<file path="src/rtl/regfile_write_arbiter_pkg.sv">
`default_nettype none
// +--------------------------------------------------------------------------+
// | regfile_arb_pkg: shared defaults, state encoding and width helpers        |
// | Rev 1.0                                                                   |
// +--------------------------------------------------------------------------+
package regfile_arb_pkg;

  localparam int DEF_NUM_REQ  = 3;
  localparam int DEF_ADDR_W   = 5;
  localparam int DEF_DATA_W   = 32;
  localparam int DEF_LOCK_MAX = 8;

  typedef enum logic [0:0] {
    ARB    = 1'b0,
    LOCKED = 1'b1
  } arb_state_t;

  function automatic int clog2(input int value);
    int result;
    int v;
    result = 0;
    v = value - 1;
    while (v > 0) begin
      result++;
      v = v >> 1;
    end
    return result;
  endfunction

  // A single requester still needs a 1-bit id
  function automatic int id_width(input int n);
    return (clog2(n) < 1) ? 1 : clog2(n);
  endfunction

  function automatic int rr_next(input int idx, input int n);
    return (idx + 1 >= n) ? 0 : idx + 1;
  endfunction

endpackage
`default_nettype wire

</file>
<file path="src/rtl/regfile_write_arbiter_if.sv">
`default_nettype none
// +--------------------------------------------------------------------------+
// | regfile_write_arbiter_if: requester handshake plus register-file write    |
// | port. Rev 1.0                                                             |
// +--------------------------------------------------------------------------+
interface regfile_write_arbiter_if
  import regfile_arb_pkg::*;
#(
  parameter int NUM_REQ = DEF_NUM_REQ,
  parameter int ADDR_W  = DEF_ADDR_W,
  parameter int DATA_W  = DEF_DATA_W
) ();
  localparam int ID_W = id_width(NUM_REQ);

  logic [NUM_REQ-1:0]        req_valid;
  logic [NUM_REQ-1:0]        req_ready;
  logic [NUM_REQ-1:0]        req_lock;
  logic [NUM_REQ*ADDR_W-1:0] req_reg;
  logic [NUM_REQ*DATA_W-1:0] req_data;
  logic [ADDR_W-1:0]         write_reg;
  logic [DATA_W-1:0]         write_data;
  logic                      reg_write;
  logic [ID_W-1:0]           grant_id;
  logic                      locked;

  modport master (
    output req_valid, req_lock, req_reg, req_data,
    input  req_ready, write_reg, write_data, reg_write, grant_id, locked
  );

  modport slave (
    input  req_valid, req_lock, req_reg, req_data,
    output req_ready, write_reg, write_data, reg_write, grant_id, locked
  );
endinterface
`default_nettype wire

</file>
<file path="src/rtl/regfile_write_arbiter_picker.sv">
`default_nettype none
// +--------------------------------------------------------------------------+
// | rr_priority_picker: combinational rotating-priority encoder               |
// | Rev 1.0                                                                   |
// +--------------------------------------------------------------------------+
module rr_priority_picker
  import regfile_arb_pkg::*;
#(
  parameter int NUM_REQ = DEF_NUM_REQ,
  parameter int ID_W    = id_width(NUM_REQ)
) (
  input  logic [NUM_REQ-1:0] req,
  input  logic [ID_W-1:0]    rr_ptr,
  output logic [NUM_REQ-1:0] grant,
  output logic [ID_W-1:0]    winner,
  output logic               any_valid
);

  always_comb begin
    int idx;
    grant     = '0;
    winner    = '0;
    any_valid = 1'b0;
    idx       = 0;
    for (int k = 0; k < NUM_REQ; k++) begin
      idx = (int'(rr_ptr) + k) % NUM_REQ;
      if (!any_valid && req[ID_W'(idx)]) begin
        any_valid          = 1'b1;
        winner             = ID_W'(idx);
        grant[ID_W'(idx)]  = 1'b1;
      end
    end
  end

endmodule
`default_nettype wire

</file>
<file path="src/rtl/regfile_write_arbiter.sv">
`default_nettype none
// +--------------------------------------------------------------------------+
// | regfile_write_arbiter: round-robin arbiter with locked bursts for the     |
// | single register-file write port. Rev 1.0                                  |
// +--------------------------------------------------------------------------+
module regfile_write_arbiter
  import regfile_arb_pkg::*;
#(
  parameter int NUM_REQ     = DEF_NUM_REQ,
  parameter int ADDR_W      = DEF_ADDR_W,
  parameter int DATA_W      = DEF_DATA_W,
  parameter int LOCK_MAX    = DEF_LOCK_MAX,
  parameter int ZERO_REG_RO = 1
) (
  input  logic                    clk,
  input  logic                    reset,
  regfile_write_arbiter_if.slave  bus
);
  localparam int ID_W  = id_width(NUM_REQ);
  localparam int CNT_W = clog2(LOCK_MAX + 1);

  arb_state_t          state, state_nx;
  logic [ID_W-1:0]     rr_ptr, ptr_nx, owner, owner_nx;
  logic [ID_W-1:0]     pick_id, acc_id, gid;
  logic [CNT_W-1:0]    lock_cnt, cnt_nx;
  logic [NUM_REQ-1:0]  pick_grant, ready;
  logic                pick_any, accept, wen;
  logic [ADDR_W-1:0]   wreg;
  logic [DATA_W-1:0]   wdata;
  logic [ADDR_W-1:0]   reg_arr  [NUM_REQ];
  logic [DATA_W-1:0]   data_arr [NUM_REQ];

  for (genvar i = 0; i < NUM_REQ; i++) begin : g_unpack
    assign reg_arr[i]  = bus.req_reg[i*ADDR_W +: ADDR_W];
    assign data_arr[i] = bus.req_data[i*DATA_W +: DATA_W];
  end

  rr_priority_picker #(.NUM_REQ(NUM_REQ), .ID_W(ID_W)) u_picker (
    .req       (bus.req_valid),
    .rr_ptr    (rr_ptr),
    .grant     (pick_grant),
    .winner    (pick_id),
    .any_valid (pick_any)
  );

  always_comb begin
    state_nx = state;
    owner_nx = owner;
    ptr_nx   = rr_ptr;
    cnt_nx   = lock_cnt;
    ready    = '0;
    accept   = 1'b0;
    acc_id   = pick_id;
    case (state)
      LOCKED: begin
        acc_id = owner;
        if (bus.req_valid[owner]) begin
          ready[owner] = 1'b1;
          accept       = 1'b1;
          if (bus.req_lock[owner]) begin
            cnt_nx = '0;
          end else begin
            state_nx = ARB;
            ptr_nx   = ID_W'(rr_next(int'(owner), NUM_REQ));
          end
        end else if (lock_cnt == CNT_W'(LOCK_MAX - 1)) begin
          // Owner idle too long: release so the others cannot starve
          state_nx = ARB;
          ptr_nx   = ID_W'(rr_next(int'(owner), NUM_REQ));
          cnt_nx   = '0;
        end else begin
          cnt_nx = lock_cnt + 1'b1;
        end
      end
      default: begin
        ready = pick_grant;
        if (pick_any) begin
          accept = 1'b1;
          ptr_nx = ID_W'(rr_next(int'(pick_id), NUM_REQ));
          if (bus.req_lock[pick_id]) begin
            state_nx = LOCKED;
            owner_nx = pick_id;
            cnt_nx   = '0;
          end
        end
      end
    endcase
    if (!reset) begin
      ready  = '0;
      accept = 1'b0;
    end
  end

  always_ff @(posedge clk or negedge reset) begin
    if (!reset) begin
      state    <= ARB;
      rr_ptr   <= '0;
      owner    <= '0;
      lock_cnt <= '0;
      wreg     <= '0;
      wdata    <= '0;
      wen      <= 1'b0;
      gid      <= '0;
    end else begin
      state    <= state_nx;
      rr_ptr   <= ptr_nx;
      owner    <= owner_nx;
      lock_cnt <= cnt_nx;
      wen      <= 1'b0;
      if (accept) begin
        wreg  <= reg_arr[acc_id];
        wdata <= data_arr[acc_id];
        gid   <= acc_id;
        wen   <= !((ZERO_REG_RO != 0) && (reg_arr[acc_id] == '0));
      end
    end
  end

  assign bus.req_ready  = ready;
  assign bus.write_reg  = wreg;
  assign bus.write_data = wdata;
  assign bus.reg_write  = wen;
  assign bus.grant_id   = gid;
  assign bus.locked     = (state == LOCKED);

endmodule
`default_nettype wire

</file>
<file path="src/flat_wrapper.sv">
// flat-port wrapper written by rule: the top's interface ports become plain ports
module regfile_write_arbiter_flat import regfile_arb_pkg::*;
#(
  parameter int NUM_REQ     = DEF_NUM_REQ,
  parameter int ADDR_W      = DEF_ADDR_W,
  parameter int DATA_W      = DEF_DATA_W,
  parameter int LOCK_MAX    = DEF_LOCK_MAX,
  parameter int ZERO_REG_RO = 1
)
  (clk, reset, bus_req_valid, bus_req_lock, bus_req_reg, bus_req_data, bus_req_ready, bus_write_reg, bus_write_data, bus_reg_write, bus_grant_id, bus_locked);
  regfile_write_arbiter_if #(.NUM_REQ(NUM_REQ), .ADDR_W(ADDR_W), .DATA_W(DATA_W)) bus_i ();
  input  logic clk;
  input  logic reset;
  input wire logic [$bits(bus_i.req_valid)-1:0] bus_req_valid;
  input wire logic [$bits(bus_i.req_lock)-1:0] bus_req_lock;
  input wire logic [$bits(bus_i.req_reg)-1:0] bus_req_reg;
  input wire logic [$bits(bus_i.req_data)-1:0] bus_req_data;
  output wire logic [$bits(bus_i.req_ready)-1:0] bus_req_ready;
  output wire logic [$bits(bus_i.write_reg)-1:0] bus_write_reg;
  output wire logic [$bits(bus_i.write_data)-1:0] bus_write_data;
  output wire logic [$bits(bus_i.reg_write)-1:0] bus_reg_write;
  output wire logic [$bits(bus_i.grant_id)-1:0] bus_grant_id;
  output wire logic [$bits(bus_i.locked)-1:0] bus_locked;
  assign bus_i.req_valid = bus_req_valid;
  assign bus_i.req_lock = bus_req_lock;
  assign bus_i.req_reg = bus_req_reg;
  assign bus_i.req_data = bus_req_data;
  assign bus_req_ready = bus_i.req_ready;
  assign bus_write_reg = bus_i.write_reg;
  assign bus_write_data = bus_i.write_data;
  assign bus_reg_write = bus_i.reg_write;
  assign bus_grant_id = bus_i.grant_id;
  assign bus_locked = bus_i.locked;
  regfile_write_arbiter #(.NUM_REQ(NUM_REQ), .ADDR_W(ADDR_W), .DATA_W(DATA_W), .LOCK_MAX(LOCK_MAX), .ZERO_REG_RO(ZERO_REG_RO)) u_core (.clk(clk), .reset(reset), .bus(bus_i));
endmodule
</file>
<file path="config.mk">
export PLATFORM = sky130hd
export DESIGN_NAME = regfile_write_arbiter_flat
export DESIGN_NICKNAME = d
export VERILOG_FILES = /design/src/rtl/regfile_write_arbiter_pkg.sv /design/src/rtl/regfile_write_arbiter_if.sv /design/src/rtl/regfile_write_arbiter_picker.sv /design/src/rtl/regfile_write_arbiter.sv /design/src/flat_wrapper.sv
export SDC_FILE = /design/constraint.sdc
export NUM_CORES = 1
export LEC_CHECK = 0
export ABC_CLOCK_PERIOD_IN_PS = 5100
export CAP_MARGIN = 20
export CORE_MARGIN = 4
export CORE_UTILIZATION = 45
export DETAILED_ROUTE_END_ITERATION = 16
export HOLD_SLACK_MARGIN = 0.03
export PLACE_DENSITY_LB_ADDON = 0.25
export SLEW_MARGIN = 10
export SYNTH_ARGS = -nofsm -noshare
export SYNTH_HDL_FRONTEND = slang
export SYNTH_HIERARCHICAL = 1
export SYNTH_SLANG_ARGS = --single-unit
export TNS_END_PERCENT = 100
</file>
<file path="constraint.sdc">
create_clock -name clk -period 5.1 [get_ports clk]
set_input_delay 1.53 -clock clk [delete_from_list [all_inputs] [get_ports clk]]
set_output_delay 1.53 -clock clk [all_outputs]
set_load 0.005 [all_outputs]
</file>
# Word-level counts from Yosys, hierarchy flattened
# Cells that the tools add are included.
# word_totals
input_bits,119
regBits,49
wordCells,117
mem_bits_rw,0
latch_bits,0
out_inout_bits,44
romBits,0
memories,0
# op_classes
mux,66
n_mul,0
shifts,0
div_mod_pow,3
n_bitwise,4
n_reduce_logical,15
n_eq_ne,4
add_sub_neg,5
order_cmp,12
# op_table
operator,count
binary-select mux 32 bit (select 2 bit),1
"remainder unit 32 x 3 -> 32 bit, second input constant",2
2-to-1 mux 32 bit,2
"remainder unit 3 x 3 -> 32 bit, second input constant",1
2-to-1 mux 1 bit,27
2-to-1 mux 4 bit,6
2-to-1 mux 2 bit,11
2-to-1 mux 3 bit,6
binary-select mux 1 bit (select 2 bit),6
"less-than comparator 2 x 4 -> 1 bit, second input constant",3
binary-select mux 5 bit (select 2 bit),1
2-to-1 mux 5 bit,2
"adder 2 x 1 -> 3 bit, second input constant",3
"inequality test 3 bit, second input constant",3
AND reduction 3 bit,3
demux 1 bit (select 2 bit),4
"greater-or-equal comparator 2 x 1 -> 1 bit, second input constant",4
"greater-or-equal comparator 3 x 2 -> 1 bit, second input constant",2
logical AND 1 bit,6
"less-than comparator 2 x 3 -> 1 bit, second input constant",2
bitwise OR 3 bit,2
zero test 5 bit,1
"adder 4 x 1 -> 4 bit, second input constant",1
"equality test 4 x 3 -> 1 bit, second input constant",1
other kinds (6),9

# Depth between registers and ports, before layout
# depth
word_depth,19
mapped_depth,14
ltp_nobuf,11

# Hierarchy
# The synthesis kept the hierarchy.
# by_module_without_submodules
mod,area_per_inst_um2,seq_area_each_um2,instances,cells_each
regfile_write_arbiter,3113.0,1226.2,1,303
rr_priority_picker,375.4,0.0,1,54

# Worst setup path before layout
# OpenSTA, ideal clock, no wires.
# synth_path
path_kind,input to output
startpoint,input port bus_req_valid[1]
endpoint,output port bus_req_ready[0]
path_buffers,1
slack_ns,1.086
arrival_ns,2.484
stages,8
cell_sequence,buf_6 nor2_2 mux2_4 a211oi_2 o2bb2ai_1 nor2b_1 a31oi_1 nor2b_1
# synth_via
elab_chain_cells,12
elab_cells_between_ends,25
classes_between,mux (19); bitwise (2); reduce/logical (4)
# synth_rtl
element,line,text
start: declaration,flat_wrapper.sv:14,input wire logic [$bits(bus_i.req_valid)-1:0] bus_req_valid;
binary-select mux 1 bit (select 2 bit),regfile_write_arbiter_picker.sv:27,if (!any_valid && req[ID_W'(idx)]) begin
2-to-1 mux 1 bit (implied by the code) (2 in a row),regfile_write_arbiter_picker.sv:27,
2-to-1 mux 1 bit,regfile_write_arbiter_picker.sv:27,
zero test 1 bit,regfile_write_arbiter_picker.sv:27,
logical AND 1 bit,regfile_write_arbiter_picker.sv:27,
2-to-1 mux 1 bit,regfile_write_arbiter_picker.sv:27,
zero test 1 bit,regfile_write_arbiter_picker.sv:27,
logical AND 1 bit,regfile_write_arbiter_picker.sv:27,
2-to-1 mux 3 bit *,regfile_write_arbiter_picker.sv:27,
named net u_core.pick_grant[0],regfile_write_arbiter.sv:26,"logic [NUM_REQ-1:0] pick_grant, ready;"
2-to-1 mux 3 bit *,regfile_write_arbiter.sv:54,case (state)
2-to-1 mux 3 bit *,regfile_write_arbiter.sv:88,if (!reset) begin
end: declaration,flat_wrapper.sv:18,output wire logic [$bits(bus_i.req_ready)-1:0] bus_req_ready;
# The timed path passes the listed nets; every way through them passes the cells marked *. The select of a mux whose other input is x is not followed.

# Worst setup path after layout
# layout_path
startpoint,input port bus_req_valid[0]
endpoint,output port bus_req_ready[1]
# The elaborated chain is that of the path after synthesis.

==> metrics <==
required time worst endpoint 3570 ps; PD cells 575 nW/µm²; max incr delay on CP 500 ps; routability cong. 0.891; crit-path max FO 8; final net count 636; slowest CP cell clkdlybuf4s50_1; chip width 96.0 µm; post-DP HPWL 8140 µm; fin crit period 4910 ps; share of cells above drive strength 1 0.142; CP bufs+invs 3; status finished clean; clock skew 11.9 ps; Hold Vio Cnt, Final 0; Post-synth EDFFs 0; fillcell total 584; vias in the first global route 3438; Worst Setup SP bus_req_valid[0]; Seq/Total Area, Yosys 0.352; CTS sink count 49; worst rel slew slack 0.599; antenna violations before repair 0; Mean Syn Cell Area 9.77 µm²; Critical Path End bus_req_ready[1]; Worst-Margin Slew 602 ps; CTS tree yes; final setup margin 186 ps; clk root buf clkbuf_8; crit share post-route 0.963; die area 9220 µm²; H-tree levels 2; worst skew pair latency 310 ps; Routed wire per std cell 17.0 µm; FF/Latch Area 1230 µm²; Hold Buf Count CTS 0; Lkg Pwr 0.00223 µW; worst hold slack 491 ps; Place WS 78.6 ps; reg2reg start u_core/rr_ptr[0]$_DFFE_PN0P_; Initial Util 0.471; HP Class reg2reg; clock-pin slew on the worst setup and hold paths 80 ps; dpl cells 604; worst vdd ir 0.335 mV; final wirelength 10400 µm; Max Fclk 204 MHz; overall power 3040 µW; most common cell after layout, fill and taps aside clkdlybuf4s50_1; max_cap viols 0; flops & latches, synth 49; Crit path depth 9; first-pass GRT wire length 16400 µm; core area 7410 µm²; Multi-input gate area 2030 µm²; R2R depth 11; startpoint class of the critical path primary input; worst hold stages 2; via/cell ratio 5.39; Most used DFF post-synth dfrtp_1; ys async rst share 1.00; Pins Over Slew Limit 0; Synthesis Warnings 6; CP Class in2out; Mapped Cells 357; final setup TNS 0 ps; Crit. End Element output port; crit path DAT 3380 ps; commonest non-fill, non-tap cells in the layout clkdlybuf4s50_1 (158), nand2_1 (84), dfrtp_1 (49); PortBufs 162; final setup violation count 0; CTS Buf Count 5; Die H 96.0 µm; Overflow after GRT 0; distinct cell type count of the synthesized netlist 54; Diodes inserted 0; syn nets 481; cell mode on critical path a21oi_1; area delta synth->final 51.5%; Post-Layout Cell Count 612; Reg2Reg Capture Point u_core/bus.write_data[7]$_DFFE_PN0P_; Netlist Area Pre-Place 3490 µm²; Core Rows 31; Initial DRC Count 89; CP top delay family buffers and inverters; DRT Pass-1 Iters 4; RSZ-0062 raised after global routing false; Vias 3299; num ports 163; max reg flops 32; final routed DRC violation total 0; R2R Setup Slk 1990 ps; largest net degree at the start of global routing 76; crit-path cells clkdlybuf4s50_1 > buf_4 > nand2b_1 > a21oi_1 > o211ai_1 > a21oi_1 > a21oi_1 > nor2b_1 > clkdlybuf4s50_1; GRT Total Usage 0.228; ANT nets after route 0; clock buffer depth 2
## layer usage
layer,global-route usage,wire (µm)
met3,0.0618,696
met5,0,0
met4,0.0557,151
met1,0.264,3940
met2,0.413,5610
## logic make-up (layout without fill, tap and decap cells)
kind of cell	count (synthesis)	in the layout	synth area share
AOI/OAI and AO/OA	90	90	0.256
buffers and inverters	36	192	0.0689
muxes	45	45	0.138
and+or+nand+nor	132	132	0.168
DFF	49	49	0.352
adders and majority gates	5	5	0.0179
## tightest hold or removal path, stage by stage (launching register included)
cell     delay (ps)
dfrtp_1         360
nand2_1          50
nand2_1          60
## cell usage after synthesis (2+ instances only)
cell / count / area share
nand2_2: 2 / 0.0036
nand2_1: 84 / 0.090
o211ai_1: 2 / 0.0043
a211oi_2: 2 / 0.0072
mux2_4: 2 / 0.0086
o21ai_1: 4 / 0.0057
buf_2: 14 / 0.020
inv_1: 5 / 0.0054
nor2_1: 17 / 0.018
nor2b_1: 5 / 0.0090
dfrtp_1: 49 / 0.35
clkbuf_4: 2 / 0.0043
o21a_1: 4 / 0.0086
o221ai_1: 3 / 0.0075
nor3b_1: 3 / 0.0065
o21ai_0: 10 / 0.014
nand3b_1: 3 / 0.0065
a21o_1: 4 / 0.0086
a22o_1: 3 / 0.0075
nand2b_1: 7 / 0.013
buf_6: 8 / 0.026
o221ai_2: 29 / 0.12
a21oi_1: 8 / 0.011
o2bb2ai_1: 5 / 0.013
nor3_1: 2 / 0.0029
ha_1: 5 / 0.018
mux2i_1: 38 / 0.11
buf_4: 5 / 0.011
o32a_1: 2 / 0.0057
mux2_2: 3 / 0.0097
a31oi_1: 3 / 0.0054
nand3_1: 2 / 0.0029
## power by group
group	internal (µW)	switching, µW	leakage, µW
registers	575	128	0.000612
logic	1030	1030	0.00156
clock network	147	135	0.0000554
## through the flow
stage,cell area (µm²),util
4_1_cts,5270,0.712
5_1_grt,5290,0.713
3_3_place_gp,5160,0.697
2_1_floorplan,3490,-
6_report,5290,0.713
3_5_place_dp,5160,0.697
## how the worst min path moves through the flow
stage               slack [ps]                                start                                  end
global route               510  u_core/bus.write_reg[2]$_DFFE_PN0P_  u_core/bus.write_reg[2]$_DFFE_PN0P_
detailed placement         470  u_core/bus.write_reg[2]$_DFFE_PN0P_  u_core/bus.write_reg[2]$_DFFE_PN0P_
finish                     490  u_core/bus.write_reg[2]$_DFFE_PN0P_  u_core/bus.write_reg[2]$_DFFE_PN0P_
global placement           460  u_core/bus.write_reg[2]$_DFFE_PN0P_  u_core/bus.write_reg[2]$_DFFE_PN0P_
floorplan                  470  u_core/bus.write_reg[1]$_DFFE_PN0P_  u_core/bus.write_reg[1]$_DFFE_PN0P_
CTS                        490  u_core/bus.write_reg[2]$_DFFE_PN0P_  u_core/bus.write_reg[2]$_DFFE_PN0P_
## repair_timing
item | 4_1_cts | 5_1_grt
buffers inserted | 0 | 0
setup endpoints to repair | 0 | 2
gates resized for setup | 0 | 4
## area by class of cell
class | count | area share
well taps | 99 | 0.0234
clock inverters | 2 | 0.00734
clock buffers | 6 | 0.0137
inverters | 5 | 0.00355
repair buffers | 179 | 0.336
flip-flops and latches | 49 | 0.232
multi-input cells | 272 | 0.384
(Power assumes the default switching activity.)
